==> src/rtl/conv1d_seq_mac_pkg.sv <==
// Shared types and helpers for the sequential 1-D convolution unit.
// Holds the FSM state encoding, the output-count helper and the accumulator clamp.
package conv_pkg;

    typedef enum logic [1:0] {IDLE, MAC, FINAL} state_t;

    // Number of result elements of a full linear convolution of two n-vectors.
    function automatic int n_out(input int n);
        return 2 * n - 1;
    endfunction

    // acc arrives already sign/zero-extended to 64 bits by the caller.
    function automatic longint clamp_acc(input longint acc, input logic signed_mode,
                                         input int acc_w, input int out_w);
        longint hi;
        longint lo;
        longint r;
        hi = 0;
        lo = 0;
        r  = acc;
        if (out_w < acc_w) begin
            if (signed_mode) begin
                hi = (longint'(1) <<< (out_w - 1)) - 1;
                lo = -hi - 1;
            end else begin
                hi = (longint'(1) <<< out_w) - 1;
                lo = 0;
            end
            if (acc > hi) begin
                r = hi;
            end else if (acc < lo) begin
                r = lo;
            end
        end
        return r;
    endfunction

endpackage

==> src/rtl/conv1d_seq_mac_mac.sv <==
// Single shared multiply-accumulate: acc_out = acc_in + ext(x) * ext(h).
// Both operands are extended to ACC_W so the low ACC_W product bits are exact in either mode.
module conv_mac #(
    parameter int DATA_W = 8,
    parameter int ACC_W  = 18
) (
    input  logic              signed_mode,
    input  logic [DATA_W-1:0] x,
    input  logic [DATA_W-1:0] h,
    input  logic [ACC_W-1:0]  acc_in,
    output logic [ACC_W-1:0]  acc_out
);

    logic [ACC_W-1:0] x_ext;
    logic [ACC_W-1:0] h_ext;
    logic [ACC_W-1:0] prod;

    always_comb begin
        x_ext   = {{(ACC_W-DATA_W){signed_mode & x[DATA_W-1]}}, x};
        h_ext   = {{(ACC_W-DATA_W){signed_mode & h[DATA_W-1]}}, h};
        prod    = x_ext * h_ext;
        acc_out = acc_in + prod;
    end

endmodule

==> src/rtl/conv1d_seq_mac.sv <==
// Multi-cycle full linear convolution of two N-element vectors using one shared MAC.
// One product per cycle (j inner, i outer), then one cycle to clamp and publish the result.
module conv1d_seq_mac
    import conv_pkg::*;
#(
    parameter int N      = 4,
    parameter int DATA_W = 8,
    parameter int OUT_W  = 16
) (
    input  logic                         clk,
    input  logic                         rst_n,
    input  logic                         start,
    input  logic                         signed_mode,
    input  logic [N*DATA_W-1:0]          x_vec,
    input  logic [N*DATA_W-1:0]          h_vec,
    output logic                         busy,
    output logic                         done,
    output logic [(2*N-1)*OUT_W-1:0]     result
);

    localparam int ACC_W = 2 * DATA_W + $clog2(N);
    localparam int N_OUT = n_out(N);
    localparam int IW    = $clog2(N);
    localparam int KW    = $clog2(N_OUT);

    state_t                   state_q;
    logic [IW-1:0]            i_q;
    logic [IW-1:0]            j_q;
    logic [DATA_W-1:0]        x_q [N];
    logic [DATA_W-1:0]        h_q [N];
    logic                     sm_q;
    logic [ACC_W-1:0]         acc_q [N_OUT];
    logic [N_OUT*OUT_W-1:0]   result_q;
    logic                     busy_q;
    logic                     done_q;

    logic [KW-1:0]            k_idx;
    logic [ACC_W-1:0]         mac_out;
    logic [N_OUT*OUT_W-1:0]   clamp_w;

    assign k_idx = KW'(i_q) + KW'(j_q);

    conv_mac #(
        .DATA_W(DATA_W),
        .ACC_W (ACC_W)
    ) u_mac (
        .signed_mode(sm_q),
        .x          (x_q[i_q]),
        .h          (h_q[j_q]),
        .acc_in     (acc_q[k_idx]),
        .acc_out    (mac_out)
    );

    for (genvar gi = 0; gi < N_OUT; gi++) begin : g_clamp
        logic signed [63:0] acc_sx;
        longint             clamped;
        logic               unused_clamp_hi;

        always_comb begin
            acc_sx  = {{(64-ACC_W){sm_q & acc_q[gi][ACC_W-1]}}, acc_q[gi]};
            clamped = clamp_acc(acc_sx, sm_q, ACC_W, OUT_W);
        end

        assign clamp_w[gi*OUT_W +: OUT_W] = clamped[OUT_W-1:0];
        assign unused_clamp_hi            = ^clamped[63:OUT_W];
    end

    always_ff @(posedge clk or negedge rst_n) begin
        if (!rst_n) begin
            state_q  <= IDLE;
            i_q      <= '0;
            j_q      <= '0;
            sm_q     <= 1'b0;
            busy_q   <= 1'b0;
            done_q   <= 1'b0;
            result_q <= '0;
            for (int n = 0; n < N; n++) begin
                x_q[n] <= '0;
                h_q[n] <= '0;
            end
            for (int k = 0; k < N_OUT; k++) begin
                acc_q[k] <= '0;
            end
        end else begin
            done_q <= 1'b0;
            case (state_q)
                IDLE: begin
                    if (start) begin
                        sm_q <= signed_mode;
                        for (int n = 0; n < N; n++) begin
                            x_q[n] <= x_vec[n*DATA_W +: DATA_W];
                            h_q[n] <= h_vec[n*DATA_W +: DATA_W];
                        end
                        for (int k = 0; k < N_OUT; k++) begin
                            acc_q[k] <= '0;
                        end
                        i_q     <= '0;
                        j_q     <= '0;
                        busy_q  <= 1'b1;
                        state_q <= MAC;
                    end
                end
                MAC: begin
                    acc_q[k_idx] <= mac_out;
                    if (j_q == IW'(N-1)) begin
                        j_q <= '0;
                        if (i_q == IW'(N-1)) begin
                            // busy drops before the publish cycle so it never overlaps done
                            i_q     <= '0;
                            busy_q  <= 1'b0;
                            state_q <= FINAL;
                        end else begin
                            i_q <= i_q + 1'b1;
                        end
                    end else begin
                        j_q <= j_q + 1'b1;
                    end
                end
                FINAL: begin
                    result_q <= clamp_w;
                    done_q   <= 1'b1;
                    state_q  <= IDLE;
                end
                default: state_q <= IDLE;
            endcase
        end
    end

    assign busy   = busy_q;
    assign done   = done_q;
    assign result = result_q;

endmodule
==> config.mk <==
export PLATFORM = sky130hd
export DESIGN_NAME = conv1d_seq_mac
export DESIGN_NICKNAME = d
export VERILOG_FILES = /design/src/rtl/conv1d_seq_mac_pkg.sv /design/src/rtl/conv1d_seq_mac_mac.sv /design/src/rtl/conv1d_seq_mac.sv
export SDC_FILE = /design/constraint.sdc
export NUM_CORES = 1
export LEC_CHECK = 0
export CELL_PAD_IN_SITES_DETAIL_PLACEMENT = 1
export CELL_PAD_IN_SITES_GLOBAL_PLACEMENT = 1
export CORE_ASPECT_RATIO = 1.4
export CORE_MARGIN = 3
export CORE_UTILIZATION = 49
export CTS_CLUSTER_DIAMETER = 120
export DETAILED_ROUTE_END_ITERATION = 10
export PLACE_DENSITY_LB_ADDON = 0.1
export REMOVE_ABC_BUFFERS = 1
export SLEW_MARGIN = 20
export SYNTH_ARGS = -nofsm -noshare
export SYNTH_HDL_FRONTEND = slang
export SYNTH_SLANG_ARGS = --single-unit
export TNS_END_PERCENT = 20
==> constraint.sdc <==
create_clock -name clk -period 13.5 [get_ports clk]
set_input_delay 1.35 -clock clk [delete_from_list [all_inputs] [get_ports clk]]
set_output_delay 1.35 -clock clk [all_outputs]
set_load 0.02 [all_outputs]
==> impl_metrics.env <==
export IMPL_maxSlewHeadroom=0.246
export IMPL_critPathLaunchType="flip-flop"
export IMPL_yosysWarnings=0
export IMPL_min_path_type="flip-flop to flip-flop"
export IMPL_setup_violations=0
export IMPL_cts_sinks=311
export IMPL_core_rowCount=83
export IMPL_die_x_um=170
export IMPL_area_delta_synth_final_pct=17.9
export IMPL_n_antenna_cell=0
export IMPL_syn_area_um2=18400
export IMPL_placed_cells=2438
export IMPL_synth_most_common_cell="dfrtp_1"
export IMPL_num_vias=15000
export IMPL_worst_pin_slew_ns=1.13
export IMPL_fmax_mhz=140
export IMPL_synth_cell_types=61
export IMPL_htree_levels=2
export IMPL_maxCapViolCount=0
export IMPL_start_util=0.499
export IMPL_worstPathRequired_ns=13.87
export IMPL_ant_nets=0
export IMPL_skew_ns=0.0218
export IMPL_drt_iter0_drc=849
export IMPL_dieArea_um2=40000
export IMPL_synth_seq_area_share=0.422
export IMPL_gr_total_overflow=0
export IMPL_reg2reg_depth=18
export IMPL_cp_cell_sequence="mux4_2 -> nand2_1 -> or2_2 -> fa_1 -> fa_1 -> inv_1 -> fa_1 -> fa_1 -> inv_1 -> fa_1 -> inv_1 -> ha_1 -> or4_1 -> a21oi_1 -> nor3_1 -> a21oi_1 -> xor2_1 -> o21ai_0"
export IMPL_synth_simple_area_share=0.125
export IMPL_grt_use_total=0.286
export IMPL_synth_fa_ha_area_frac=0.155
export IMPL_rsz0062_at_grt="false"
export IMPL_synth_xor_area_share=0.00949
export IMPL_postPlaceCellArea_um2=20600
export IMPL_clk_pin_slew_worst_paths_ns=0.06
export IMPL_drc=0
export IMPL_synth_mux_area_frac=0.0828
export IMPL_synth_common_cells="dfrtp_1 (311), o21ai_0 (258), nand2_1 (196), inv_1 (168), a21oi_1 (158)"
export IMPL_cpPeakStageDelay_ns=0.77
export IMPL_drt_total_wl_um=57000
export IMPL_synth_edf_count=0
export IMPL_synth_compound_area_frac=0.150
export IMPL_cts_resized_gates=0
export IMPL_crit_top_cell="fa_1"
export IMPL_io_pin_count=182
export IMPL_portBuffers=181
export IMPL_drt_pass1_iterations=5
export IMPL_finalHoldViolations=0
export IMPL_synthCells=1877
export IMPL_synthFlopType="dfrtp_1"
export IMPL_clock_latency_ns=0.53
export IMPL_crit_type="flip-flop to flip-flop"
export IMPL_via_per_inst=6.01
export IMPL_antenna_found_initial=0
export IMPL_post_drt_wl_per_cell_um=22.8
export IMPL_path_max_fanout=12
export IMPL_grt_pass1_wl_um=90100
export IMPL_layout_drive_gt1_share=0.0955
export IMPL_fill_cells=4071
export IMPL_die_h_um=236
export IMPL_maxSlewViolCount=0
export IMPL_post_synth_top_area_fraction=0.422
export IMPL_status="complete, no violations"
export IMPL_postCtsSetupBuffers=0
export IMPL_dp_hpwl_um=42100
export IMPL_cts_inserted_buffers=34
export IMPL_ys_ff_latch=311
export IMPL_crit_arrival_ns=7.50
export IMPL_cp_slowest_cell="dfrtp_1"
export IMPL_core_um2=37000
export IMPL_synth_area_leader_cell="dfrtp_1"
export IMPL_end_kind="flip-flop"
export IMPL_synth_top_family_by_area="adder cells"
export IMPL_synthArstFlopShare=1.00
export IMPL_tns_ns=0
export IMPL_synth_area_leaders="dfrtp_1 (42%), fa_1 (9.2%), o21ai_0 (7.0%)"
export IMPL_tritoncts="built"
export IMPL_timing_final_crit_share=0.528
export IMPL_root_buffer="clkbuf_16"
export IMPL_fin_cells=2498
export IMPL_syn_avg_cell_area_um2=9.83
export IMPL_gp_congestion=0.955
export IMPL_whs_path_depth=2
export IMPL_clock_path_buffers=3
export IMPL_postCtsHoldBufs=0
export IMPL_finalInstanceArea_um2=21800
export IMPL_min_period_ns=7.13
export IMPL_nNetsFinal=2252
export IMPL_grt_max_degree=111
export IMPL_grt_pass1_vias=16200
==> state kept, by name, indices dropped and copies added (netlist names) <==
register,count
x_q,32
h_q,32
i_q,2
j_q,2
acc_q,126
busy,1
state_q,2
sm_q,1
result,112
done,1
==> cell usage in the layout, fill, tap and decap left out, types with 8 or more instances in the layout <==
cell | netlist | layout
dfrtp_1 | 311 | 311
o21ai_0 | 258 | 258
nand2_1 | 196 | 193
clkdlybuf4s50_1 | 0 | 180
inv_1 | 168 | 168
a21oi_1 | 158 | 153
nand3_1 | 136 | 134
ha_1 | 92 | 92
fa_1 | 85 | 84
mux2_2 | 69 | 69
nor2_1 | 39 | 39
clkbuf_16 | 0 | 35
mux4_2 | 24 | 24
and2_1 | 24 | 24
nand4_1 | 21 | 21
mux2i_1 | 21 | 20
nor2b_1 | 19 | 19
buf_4 | 0 | 19
o22ai_1 | 14 | 14
xnor2_1 | 14 | 14
clkbuf_8 | 0 | 11
clkbuf_1 | 88 | 8
==> metal layers <==
layer  vias to the layer above  track usage  part of all wire
li1                       6760            -                 -
met5                         -            0                 0
met1                      7645        0.324              0.37
met2                       444        0.510              0.52
met4                         0        0.164             0.067
met3                       172       0.0376             0.044
==> worst max-delay path, delay by kind of cell, from the launching register on <==
family,cells,cell delay (ns)
flops,1,0.77
fa+ha+maj,6,2.86
mux,1,0.51
simple gates,4,1.35
compound gates,3,0.65
xor+xnor,1,0.66
buf+inv,3,0.15
==> per-stage QoR <==
step | hold slack (ns) | utilization | setup WS (ns)
finish | 0.477 | 0.589 | 6.37
global route | 0.509 | 0.589 | 5.89
CTS | 0.484 | 0.587 | 6.32
detailed placement | 0.470 | 0.557 | 6.34
global placement | 0.460 | 0.557 | 6.58
floorplan | 0.474 | - | 6.80
==> logic make-up after synthesis <==
| family | after synthesis |
|---|---|
| flops | 311 |
| compound gates | 502 |
| simple gates | 478 |
| xor+xnor | 20 |
| fa+ha+maj | 177 |
| buf+inv | 275 |
| mux | 114 |
==> path summary, 6_finish.rpt <==
path                       slack, ns          to      start
max                             6.37   acc_q[67]     j_q[0]
min                             0.48   result[8]  result[8]
max reg2reg                     6.37   acc_q[67]     j_q[0]
min reg2reg                     0.48   result[8]  result[8]
max in group asynchronous      10.40     h_q[28]      rst_n
min in group asynchronous       0.85  result[63]      rst_n
==> cell type report <==
class / count / area [um2] / area share
multi-input cells: 1291 / 9700 / 0.446
flip-flops and latches: 311 / 7780 / 0.358
repair buffers: 200 / 1960 / 0.0901
clock buffers: 54 / 1060 / 0.0486
inverters: 169 / 634 / 0.0292
well taps: 467 / 584 / 0.0269
clock inverters: 6 / 42.5 / 0.00196
Power is left out: the tool's default activity adds up to more than one toggle a clock period on the data nets, which glitch-free logic cannot reach.
